$ cat src/rtl/p_shfrot_mc.sv
// p_shfrot_mc: multi-cycle packed shift/rotate unit.
// A request loads the operand into a working register. The unit then applies
// one 1-bit step per cycle to every W-bit element independently, until the
// step count is used up. The result is held in DONE until the consumer takes
// it or the operation is flushed.
module p_shfrot_mc (
   input  logic        clock,
   input  logic        resetn,
   input  logic        in_valid,
   output logic        in_ready,
   input  logic [31:0] crs1,
   input  logic [4:0]  shamt,
   input  logic [4:0]  pw,
   input  logic        shift,
   input  logic        rotate,
   input  logic        left,
   input  logic        right,
   input  logic        flush,
   output logic        out_valid,
   input  logic        out_ready,
   output logic [31:0] result
);

   typedef enum logic [1:0] {
      ST_IDLE = 2'd0,
      ST_RUN  = 2'd1,
      ST_DONE = 2'd2
   } state_e;

   // True when exactly one bit of the pack-width select is set.
   function automatic logic is_onehot5(input logic [4:0] v);
      return (v != 5'd0) && ((v & (v - 5'd1)) == 5'd0);
   endfunction

   // Index of the top bit inside an element (W-1) for a one-hot width select.
   function automatic logic [4:0] elem_msb_idx(input logic [4:0] p);
      logic [4:0] r;
      case (p)
         5'b00001: r = 5'd31;
         5'b00010: r = 5'd15;
         5'b00100: r = 5'd7;
         5'b01000: r = 5'd3;
         5'b10000: r = 5'd1;
         default:  r = 5'd0;
      endcase
      return r;
   endfunction

   // Mask with a 1 at the lowest bit of every element.
   function automatic logic [31:0] mask_lo(input logic [4:0] p);
      logic [31:0] r;
      case (p)
         5'b00001: r = 32'h0000_0001;
         5'b00010: r = 32'h0001_0001;
         5'b00100: r = 32'h0101_0101;
         5'b01000: r = 32'h1111_1111;
         5'b10000: r = 32'h5555_5555;
         default:  r = 32'h0000_0000;
      endcase
      return r;
   endfunction

   // Mask with a 1 at the highest bit of every element.
   function automatic logic [31:0] mask_hi(input logic [4:0] p);
      logic [31:0] r;
      case (p)
         5'b00001: r = 32'h8000_0000;
         5'b00010: r = 32'h8000_8000;
         5'b00100: r = 32'h8080_8080;
         5'b01000: r = 32'h8888_8888;
         5'b10000: r = 32'haaaa_aaaa;
         default:  r = 32'h0000_0000;
      endcase
      return r;
   endfunction

   // One 1-bit step on every element. The whole-word shift is masked at the
   // element boundaries so no bit leaks into a neighbour; a rotate then puts
   // the element's outgoing end bit back at the opposite end.
   function automatic logic [31:0] step1(input logic [31:0] w, input logic [4:0] p,
                                         input logic rot, input logic lft);
      logic [31:0] sh;
      logic [31:0] fill;
      logic [4:0]  msb;
      msb = elem_msb_idx(p);
      if (lft) begin
         sh   = (w << 1) & ~mask_lo(p);
         fill = (w & mask_hi(p)) >> msb;
      end else begin
         sh   = (w >> 1) & ~mask_hi(p);
         fill = (w & mask_lo(p)) << msb;
      end
      return rot ? (sh | fill) : sh;
   endfunction

   // Number of steps: shifts saturate at the element width, rotates wrap.
   // A shift of W only needs 5 bits because shamt never exceeds 31.
   function automatic logic [4:0] step_count(input logic [4:0] amt, input logic [4:0] p,
                                             input logic rot);
      logic [4:0] msb;
      logic [4:0] r;
      msb = elem_msb_idx(p);
      if (rot) begin
         r = amt & msb;
      end else if (amt > msb) begin
         r = msb + 5'd1;
      end else begin
         r = amt;
      end
      return r;
   endfunction

   state_e      state_q, state_d;
   logic [4:0]  cnt_q, cnt_d;
   logic [31:0] work_q, work_d;
   logic [4:0]  pw_q, pw_d;
   logic        rot_q, rot_d;
   logic        left_q, left_d;
   logic        in_ready_q, in_ready_d;
   logic        out_valid_q, out_valid_d;
   logic [31:0] result_q, result_d;

   logic        legal_s;
   logic [4:0]  count_s;

   // Request decode: an illegal control combination yields zero steps and a zero result.
   always_comb begin
      legal_s = is_onehot5(pw) && (shift != rotate) && (left != right);
      if (legal_s) begin
         count_s = step_count(shamt, pw, rotate);
      end else begin
         count_s = 5'd0;
      end
   end

   // Next-state, datapath and registered-output computation.
   always_comb begin
      state_d = state_q;
      cnt_d   = cnt_q;
      work_d  = work_q;
      pw_d    = pw_q;
      rot_d   = rot_q;
      left_d  = left_q;
      case (state_q)
         ST_IDLE: begin
            // Flush has no effect here; a request is taken normally.
            if (in_valid && in_ready_q) begin
               work_d = legal_s ? crs1 : 32'h0000_0000;
               pw_d   = pw;
               rot_d  = rotate;
               left_d = left;
               cnt_d  = count_s;
               if (count_s == 5'd0) begin
                  state_d = ST_DONE;
               end else begin
                  state_d = ST_RUN;
               end
            end else begin
               state_d = ST_IDLE;
            end
         end
         ST_RUN: begin
            if (flush) begin
               state_d = ST_IDLE;
               cnt_d   = 5'd0;
               work_d  = 32'h0000_0000;
            end else begin
               work_d = step1(work_q, pw_q, rot_q, left_q);
               cnt_d  = cnt_q - 5'd1;
               if (cnt_q == 5'd1) begin
                  state_d = ST_DONE;
               end else begin
                  state_d = ST_RUN;
               end
            end
         end
         ST_DONE: begin
            // Flush wins over out_ready; both leave DONE.
            if (flush || out_ready) begin
               state_d = ST_IDLE;
               work_d  = 32'h0000_0000;
            end else begin
               state_d = ST_DONE;
            end
         end
         default: begin
            state_d = ST_IDLE;
            cnt_d   = 5'd0;
            work_d  = 32'h0000_0000;
         end
      endcase
      in_ready_d  = (state_d == ST_IDLE);
      out_valid_d = (state_d == ST_DONE);
      result_d    = (state_d == ST_DONE) ? work_d : 32'h0000_0000;
   end

   // State, datapath and output registers; reset clears everything at once.
   always_ff @(posedge clock or negedge resetn) begin
      if (!resetn) begin
         state_q     <= ST_IDLE;
         cnt_q       <= 5'd0;
         work_q      <= 32'h0000_0000;
         pw_q        <= 5'd0;
         rot_q       <= 1'b0;
         left_q      <= 1'b0;
         in_ready_q  <= 1'b0;
         out_valid_q <= 1'b0;
         result_q    <= 32'h0000_0000;
      end else begin
         state_q     <= state_d;
         cnt_q       <= cnt_d;
         work_q      <= work_d;
         pw_q        <= pw_d;
         rot_q       <= rot_d;
         left_q      <= left_d;
         in_ready_q  <= in_ready_d;
         out_valid_q <= out_valid_d;
         result_q    <= result_d;
      end
   end

   assign in_ready  = in_ready_q;
   assign out_valid = out_valid_q;
   assign result    = result_q;

endmodule

$ cat config.mk
export PLATFORM = sky130hd
export DESIGN_NAME = p_shfrot_mc
export DESIGN_NICKNAME = d
export VERILOG_FILES = /design/src/rtl/p_shfrot_mc.sv
export SDC_FILE = /design/constraint.sdc
export NUM_CORES = 1
export LEC_CHECK = 0
export BUFFER_PORTS_ARGS = -buffer_cell sky130_fd_sc_hd__buf_2
export CAP_MARGIN = 20
export CORE_MARGIN = 3
export CORE_UTILIZATION = 60
export CTS_BUF_LIST = sky130_fd_sc_hd__clkbuf_16
export CTS_CLUSTER_SIZE = 12
export DETAILED_ROUTE_END_ITERATION = 8
export PLACE_DENSITY = 0.83
export SLEW_MARGIN = 30
export SYNTH_ARGS = -nofsm -noshare
export SYNTH_HDL_FRONTEND = slang
export SYNTH_SLANG_ARGS = --single-unit
$ cat constraint.sdc
create_clock -name clock -period 5.4 [get_ports clock]
set_clock_uncertainty 0.2 [all_clocks]
set_input_delay 1.62 -clock clock [delete_from_list [all_inputs] [get_ports clock]]
set_output_delay 1.62 -clock clock [all_outputs]
set_load 0.01 [all_outputs]
# [Word-level counts from Yosys, hierarchy flattened]
# Cells that the tools add are included.
[totals] reg_bits=80 in_bits=51 output_inout_bits=34 wordCells=98
[op_classes] addsub=3 magnitude_cmp=1 eq_ne=17 n_shift=2 muxes=44 bitwise_logic=10 n_reduce_logical=12
[ops] cell="$mux W32" n=24
[ops] cell="$pmux W32 S5" n=1
[ops] cell="$pmux W31 S5" n=1
[ops] cell="$and A32 B32 Y32" n=3
[ops] cell="$pmux W32 S3" n=1
[ops] cell="$not A32 Y32" n=2
[ops] cell="$pmux W5 S5" n=2
[ops] cell="$mux W5" n=8
[ops] cell="$and A31 B32 Y32" n=1
[ops] cell="$or A32 B32 Y32" n=1
[ops] cell="$shl A32 B5 Y32" n=1
[ops] cell="$shr A32 B5 Y32" n=1
[ops] cell="$eq A5 B1 Y1 const B" n=3
[ops] cell="$pmux W5 S3" n=1
[ops] cell="$and A5 B5 Y5" n=2
[ops] cell="$eq A5 B2 Y1 const B" n=2
[ops] cell="$eq A5 B3 Y1 const B" n=2
[ops] cell="$eq A5 B4 Y1 const B" n=2
[ops] cell="$eq A5 B5 Y1 const B" n=2
[ops] cell="$logic_not A5 Y1" n=2
[ops] cell="$mux W2" n=5
[ops] cell="$sub A5 B1 Y5 const B" n=2
[ops] cell="$pmux W2 S3" n=1
[ops] cell="$add A5 B1 Y5 const B" n=1
[ops] cell="11 further kinds" n=18

# [Logic depth before layout (Yosys ltp)]
# Gate-level depths: netlist of the first run.
[depth] depth_word=17 ltp_mapped=14 mapped_depth_nobuf=12

# [Least setup slack after synthesis of the first run]
# Ideal clock, no wire load.
[synth_timing] kind="input to register" startpoint="input port pw[2]" endpoint="register result_q[22] (netlist: result[22])" setup_ps=154 t_arrival_ps=4296 required_time_ps=5046 path_slack_ps=750 cell_stages=14 cell_sequence="buf_4 o21a_1 a211oi_2 o21bai_4 buf_2 ha_1 and4b_1 buf_6 a21o_1 a31o_2 mux2i_4 a21oi_2 buf_4 o32ai_2"
[synth_between] elab_chain_len=13 elab_cells_between_ends=29
[synth_rtl] item="from (decl)" line_no="13" source="input logic [4:0] pw,"
[synth_rtl] item="$eq A5 B5 Y1, or another cell as far along" line_no="38" source="case (p)"
[synth_rtl] item="$pmux W5 S5 or $and A5 B5 Y5 (tied branches)" line_no="38, 32"
[synth_rtl] item="$mux W5 or $logic_not A5 Y1 (tied branches)" line_no="129, 32"
[synth_rtl] item="$add A5 B1 Y5, or another cell as far along" line_no="106" source="r = msb + 5'd1;"
[synth_rtl] item="$mux W5 or $logic_and A1 B1 Y1 (tied branches)" line_no="105, 128"
[synth_rtl] item="$mux W5 or $logic_and A1 B1 Y1 (tied branches)" line_no="103, 128"
[synth_rtl] item="$mux W5" line_no="129" source="if (legal_s) begin"
[synth_rtl] item="$logic_not A5 Y1" line_no="153" source="if (count_s == 5'd0) begin"
[synth_rtl] item="$mux W2" line_no="153"
[synth_rtl] item="$mux W2" line_no="147" source="if (in_valid && in_ready_q) begin"
[synth_rtl] item="$pmux W2 S3" line_no="144" source="case (state_q)"
[synth_rtl] item="$eq A2 B2 Y1" line_no="194" source="result_d = (state_d == ST_DONE) ? work_d : 32'h0000_0000;"
[synth_rtl] item="$mux W32 *" line_no="194"
[synth_rtl] item="via result_d[22]" line_no="121" source="logic [31:0] result_q, result_d;"
[synth_rtl] item="to (signal assigned)" line_no="218" source="result_q <= result_d;"
[synth_rtl] item="to (decl)" line_no="121"
# The timed path passes the listed nets; every way through them passes the cells marked *. The select of a mux whose other input is x is not followed.
# A chain may end at the register's enable or synchronous reset.

# [Worst setup path in the final report of the first run]
[layout_timing] startpoint="input port pw[0]" endpoint="register result_q[1] (netlist: result[1])"
# The elaborated chain is that of the path after synthesis.

==> results.ini, run 1 <==
[sta]
maxSlewHeadroom=0.374
grt_setup_unrepaired=false
worst_pin_slew_ns=0.939
fin_tns_setup_ns=0
fmax_mhz=209
finalHoldViolCount=0
period_share=0.886
setup_viol=0
maxSlewViolCount=0
min_period_ns=4.79
timing.hold.ws_ns=0.370

[logic_synthesis]
synth_edf_count=0
syn_area_um2=5600
synthTopCellsByArea=dfrtp_1, nand2_1, o32ai_2
synthArstFlopShare=1.00
synth-main-ff-cell=dfrtp_1
synth_nets=680
syn-mean-instance-area_um2=9.09
synth_seq_area_share=0.358
yosys.area.top_type=dfrtp_1
synth_cell_types=98
netlist_instances=616
yosysWarnings=0
synth_top_area_frac=0.358
yosys_register_bits=80

[clock_network]
hold_buffers=0
ctsLongestPathBuffers=2
cts_setup_buffers=0
insertion_delay_ns=0.33
cts_made_buffers=9
htreeDepth=3
clk_pin_slew_ns=0.07
ctsResizeCount=0
cts.sink_count=80
cts_root_buffer=clkbuf_16
cts_tree=built

[job]
max_cap_viol_count=0

[pwr]
internal_power_uw=1270
clkPwrFrac=0.325
power.share.switching=0.398
totalPowerFinal_uw=2100
p_comb_frac=0.294
pwr-share-seq=0.381
vdd_drop_max_v=0.000255
switchingPower_uw=836
p_leak_uw=0.00304
power.density_nw_per_um2=333

[global_route]
grt_overflow=0
grt_antenna_before_repair=0
grt_pass1_vias=5315
grt-busiest-layer=met2
grt.total_usage=0.350
grt_max_degree=81
grt_pass1_wl_mm=28.4
grt.met1_usage=0.475
gr-usage-met3=0.104
use_met2=0.549

[floorplan]
start_util=0.630
die_width_um=103
core_um2=8890
design.die.area_um2=10500
rows=34
ios=85
die_y_um=103

[final_layout]
nNetsFinal=738
stdcell_area_um2=6320
drive_gt1_frac=0.246
final_core_util=0.711
fillerInstances=668
diodes=0
syn2layout_area_growth_pct=12.9

[setup_path]
arrival_ns=4.76
crit_fanout=25
start_kind=primary input
critical_path_required_ns=5.37
critPathKind=primary input to flop
cp-end-kind=flop

[detailed_routing]
drtIter0Drc=545
drt-vias-per-instance=7.03
vias=5530
routed_wl_mm=18.0
drt_first_pass_iters=5
route.detailed.drc=0
antenna_left=0
routedWlPerCell_um=22.9

[hold_path]
hp-class=flop to flop

[placement]
gp_congestion=0.993
dpl_cell_area_um2=5980
port_buffers=84
detailed_place_hpwl_mm=13.1

[run_status]
status=complete, no violations

==> area by class of cell <==
| type | count | area, um^2 | share of cell area |
|---|---|---|---|
| sequential | 80 | 2000 | 0.317 |
| clock buffer | 9 | 225 | 0.0356 |
| clock inverter | 7 | 111 | 0.0176 |
| tap | 108 | 135 | 0.0214 |
| inverter | 43 | 166 | 0.0263 |
| timing repair buffer | 94 | 502 | 0.0794 |
| multi-input combinational | 446 | 3180 | 0.503 |
==> worst max-delay path, stage by stage <==
cell	delay, ns
buf_2	0.16
xnor2_1	0.17
nor4_1	0.47
ha_1	0.36
and4b_1	0.43
nand2b_4	0.11
a32o_2	0.30
o31a_2	0.34
o32ai_4	0.18
buf_4	0.43
o32ai_1	0.17
==> metal layers <==
layer	wire, um	part of all wire
met5	0	0
met4	435	0.024
met3	1880	0.10
met1	7310	0.41
met2	8400	0.47
==> through the flow <==
stage	std cells	worst slack (ns)
5_1_grt	787	0.468
3_5_place_dp	771	0.325
3_3_place_gp	771	0.514
4_1_cts	787	0.674
2_1_floorplan	616	0.750
6_report	787	0.613
==> cell usage in the layout (no fill, tap or decap), types with 5 or more instances in the layout <==
| cell type | Yosys | final |
|---|---|---|
| nand2_1 | 83 | 83 |
| nand3_1 | 20 | 20 |
| ha_1 | 13 | 13 |
| nor3_1 | 10 | 9 |
| o211ai_1 | 6 | 6 |
| and3_1 | 14 | 14 |
| a32o_1 | 8 | 8 |
| o32ai_2 | 16 | 16 |
| a221oi_1 | 6 | 6 |
| clkbuf_16 | 0 | 9 |
| buf_4 | 6 | 10 |
| nor2b_1 | 8 | 8 |
| a21o_1 | 5 | 5 |
| buf_2 | 16 | 83 |
| a211oi_1 | 5 | 5 |
| o21ai_0 | 29 | 29 |
| a22oi_1 | 13 | 13 |
| o32ai_1 | 6 | 6 |
| a21oi_1 | 36 | 36 |
| a221o_1 | 7 | 7 |
| a32oi_1 | 6 | 6 |
| xnor2_1 | 5 | 5 |
| dfrtp_1 | 80 | 80 |
| or3_1 | 5 | 5 |
| a31oi_1 | 5 | 5 |
| inv_1 | 42 | 42 |
| nor2_1 | 26 | 26 |
| nand4_1 | 5 | 5 |
==> synth_stat cells, types with 7 or more instances <==
master and instances:
a21oi_1 36, a221o_1 7, a22oi_1 13, a32o_1 8
and3_1 14, buf_2 16, clkbuf_1 18, dfrtp_1 80
ha_1 13, inv_1 42, nand2_1 83, nand3_1 20
nor2_1 26, nor2b_1 8, nor3_1 10, o21ai_0 29
o32ai_2 16
==> flip-flops by register name (all words and copies together), names as in the netlist <==
| name | cells |
|---|---|
| in_ready | 1 |
| pw_q | 5 |
| rot_q | 1 |
| result | 32 |
| left_q | 1 |
| out_valid | 1 |
| cnt_q | 5 |
| work_q | 32 |
| state_q | 2 |
==> path summary, 6_finish.rpt <==
kind,from,endpoint,slack [ns],depth (start not counted)
max reg2reg,pw_q[4],result[4],2.19,6
max,pw[0],result[1],0.61,11
min,cnt_q[3],cnt_q[3],0.37,2
max in group asynchronous,resetn,result[2],3.36,1
min in group asynchronous,resetn,pw_q[4],1.10,1
min reg2reg,cnt_q[3],cnt_q[3],0.37,2
==> power groups by stage <==
stage / clock (uW) / combinational [uW] / sequential, uW
final: 683 / 619 / 800
after CTS: 693 / 597 / 792
after global routing: 719 / 672 / 806
after floorplan: 0 / 528 / 679
after global placement: 0 / 583 / 797
after detailed placement: 0 / 593 / 803
==> logic make-up (layout without fill, tap and decap cells) <==
| family | after synthesis | count (layout) | synth area share |
|---|---|---|---|
| compound gates | 210 | 210 | 0.321 |
| fa+ha+maj | 13 | 13 | 0.0291 |
| mux | 5 | 5 | 0.0114 |
| simple gates | 209 | 209 | 0.191 |
| xor+xnor | 9 | 9 | 0.0141 |
| buf+inv | 90 | 153 | 0.0758 |
| flops | 80 | 80 | 0.358 |
No activity file was read; power rests on OpenSTA's default activity.
==> inputs of run 2 (changes only) <==
- CELL_PAD_IN_SITES_DETAIL_PLACEMENT: not set -> 0
- CELL_PAD_IN_SITES_GLOBAL_PLACEMENT: not set -> 1
- CORE_UTILIZATION: 60 -> 47
- PLACE_DENSITY: 0.83 -> not set
- PLACE_DENSITY_LB_ADDON: not set -> 0.1
==> results.ini, run 2 (synthesized netlist as in run 1, its figures left out) <==
[run_status]
status=complete, no violations

[sta]
min_period_ns=4.64
worst_pin_slew_ns=0.880
period_share=0.859
fin_tns_setup_ns=0
maxSlewViolCount=0
fmax_mhz=216
finalHoldViolCount=0
maxSlewHeadroom=0.414
setup_viol=0
grt_setup_unrepaired=false

[placement]
place_inst=809
dpl_cell_area_um2=6080
gp_congestion=0.968
port_buffers=84
detailed_place_hpwl_mm=13.8

[pwr]
switchingPower_uw=806
internal_power_uw=1170
clkPwrFrac=0.289
p_comb_frac=0.310
p_leak_uw=0.00302
pwr-share-seq=0.402
totalPowerFinal_uw=1980
power.density_nw_per_um2=311
vdd_drop_max_v=0.000150
power.share.switching=0.407

[final_layout]
fillerInstances=1104
nNetsFinal=741
diodes=0
stdcell_area_um2=6360
multi_input_comb_area_um2=3190
regArea_um2=2000
final_cell_mix=nand2_1, buf_2, dfrtp_1
fin_cells=825
syn2layout_area_growth_pct=13.6
drive_gt1_frac=0.248

[setup_path]
critPathKind=primary input to flop
crit_fanout=14
start_kind=primary input
critical_path_required_ns=5.44
cp-end-kind=flop
crit_path_top_delay_cell=nor4_1
slowest_delay_ns=0.45
worstPathCellList=buf_2, xnor2_1, nor4_1, ha_1, and4b_1, nand2b_4, a32o_2, a221oi_4, o32ai_4, buf_4, o32ai_1
arrival_ns=4.67
ff2ff_path_depth=6

[clock_network]
cts_made_buffers=9
insertion_delay_ns=0.35
ctsLongestPathBuffers=2
hold_buffers=0
cts_tree=built
ctsResizeCount=0
htreeDepth=3
cts_setup_buffers=0
clk_pin_slew_ns=0.07
cts.sink_count=80
cts_root_buffer=clkbuf_16

[detailed_routing]
drt-vias-per-instance=6.40
routedWlPerCell_um=22.0
routed_wl_mm=18.2
vias=5279
drtIter0Drc=410
antenna_left=0
route.detailed.drc=0
drt_first_pass_iters=5

[floorplan]
core_um2=11500
design.die.area_um2=13300
rows=39
ios=85
start_util=0.486
die_width_um=115
die_y_um=115

[job]
max_cap_viol_count=0

[global_route]
grt_overflow=0
grt.total_usage=0.279
grt_pass1_wl_mm=28.6
grt_max_degree=45
grt_antenna_before_repair=0
grt_pass1_vias=5143

[hold_path]
worstHoldPathCells=2
hp-class=flop to flop

==> run 2: power by group through the flow <==
stage	clock network [uW]	registers, uW	logic (uW)
after floorplan	0	679	528
after global placement	0	798	602
after detailed placement	0	802	604
after CTS	582	792	607
after global routing	607	807	673
final	571	795	614
==> run 2: layout make-up <==
type | instances | share of cell area
multi-input cells | 446 | 0.502
inverters | 43 | 0.0262
well taps | 143 | 0.0281
clock buffers | 9 | 0.0354
flip-flops and latches | 80 | 0.315
clock inverters | 7 | 0.00826
repair buffers | 97 | 0.0858
==> run 2: critical path, delay by kind of cell <==
family | cells | cell delay, ns
AO/OA/AOI/OAI | 4 | 1.15
XOR/XNOR | 1 | 0.17
adder cells (fa/ha/maj) | 1 | 0.36
buffers and inverters | 2 | 0.39
AND/OR/NAND/NOR | 3 | 0.98
==> run 2: path summary, 6_finish.rpt <==
kind                                    to  slack (ns)        from
max in group asynchronous        out_valid        3.31      resetn
worst max register to register   result[6]        2.24      left_q
min in group asynchronous       work_q[15]        1.08      resetn
worst min-delay path            work_q[19]        0.36  work_q[18]
worst max-delay path             result[5]        0.76       pw[0]
worst min register to register  work_q[19]        0.36  work_q[18]
==> run 2: stage by stage <==
step           hold slack (ns)  setup slack (ns)  utilization
4_1_cts                  0.361             0.814        0.552
3_3_place_gp             0.327             0.608        0.526
3_5_place_dp             0.336             0.470        0.528
5_1_grt                  0.400             0.636        0.552
2_1_floorplan            0.294             0.750            -
6_report                 0.365             0.761        0.552
==> run 2: routing by layer <==
| metal | track usage | routed length (um) | up-vias |
|---|---|---|---|
| met1 | 0.378 | 7880 | 2587 |
| met2 | 0.454 | 8790 | 229 |
| met3 | 0.0400 | 1000 | 35 |
| met4 | 0.107 | 508 | 0 |
| met5 | 0 | 0 | - |
| li1 | - | - | 2428 |
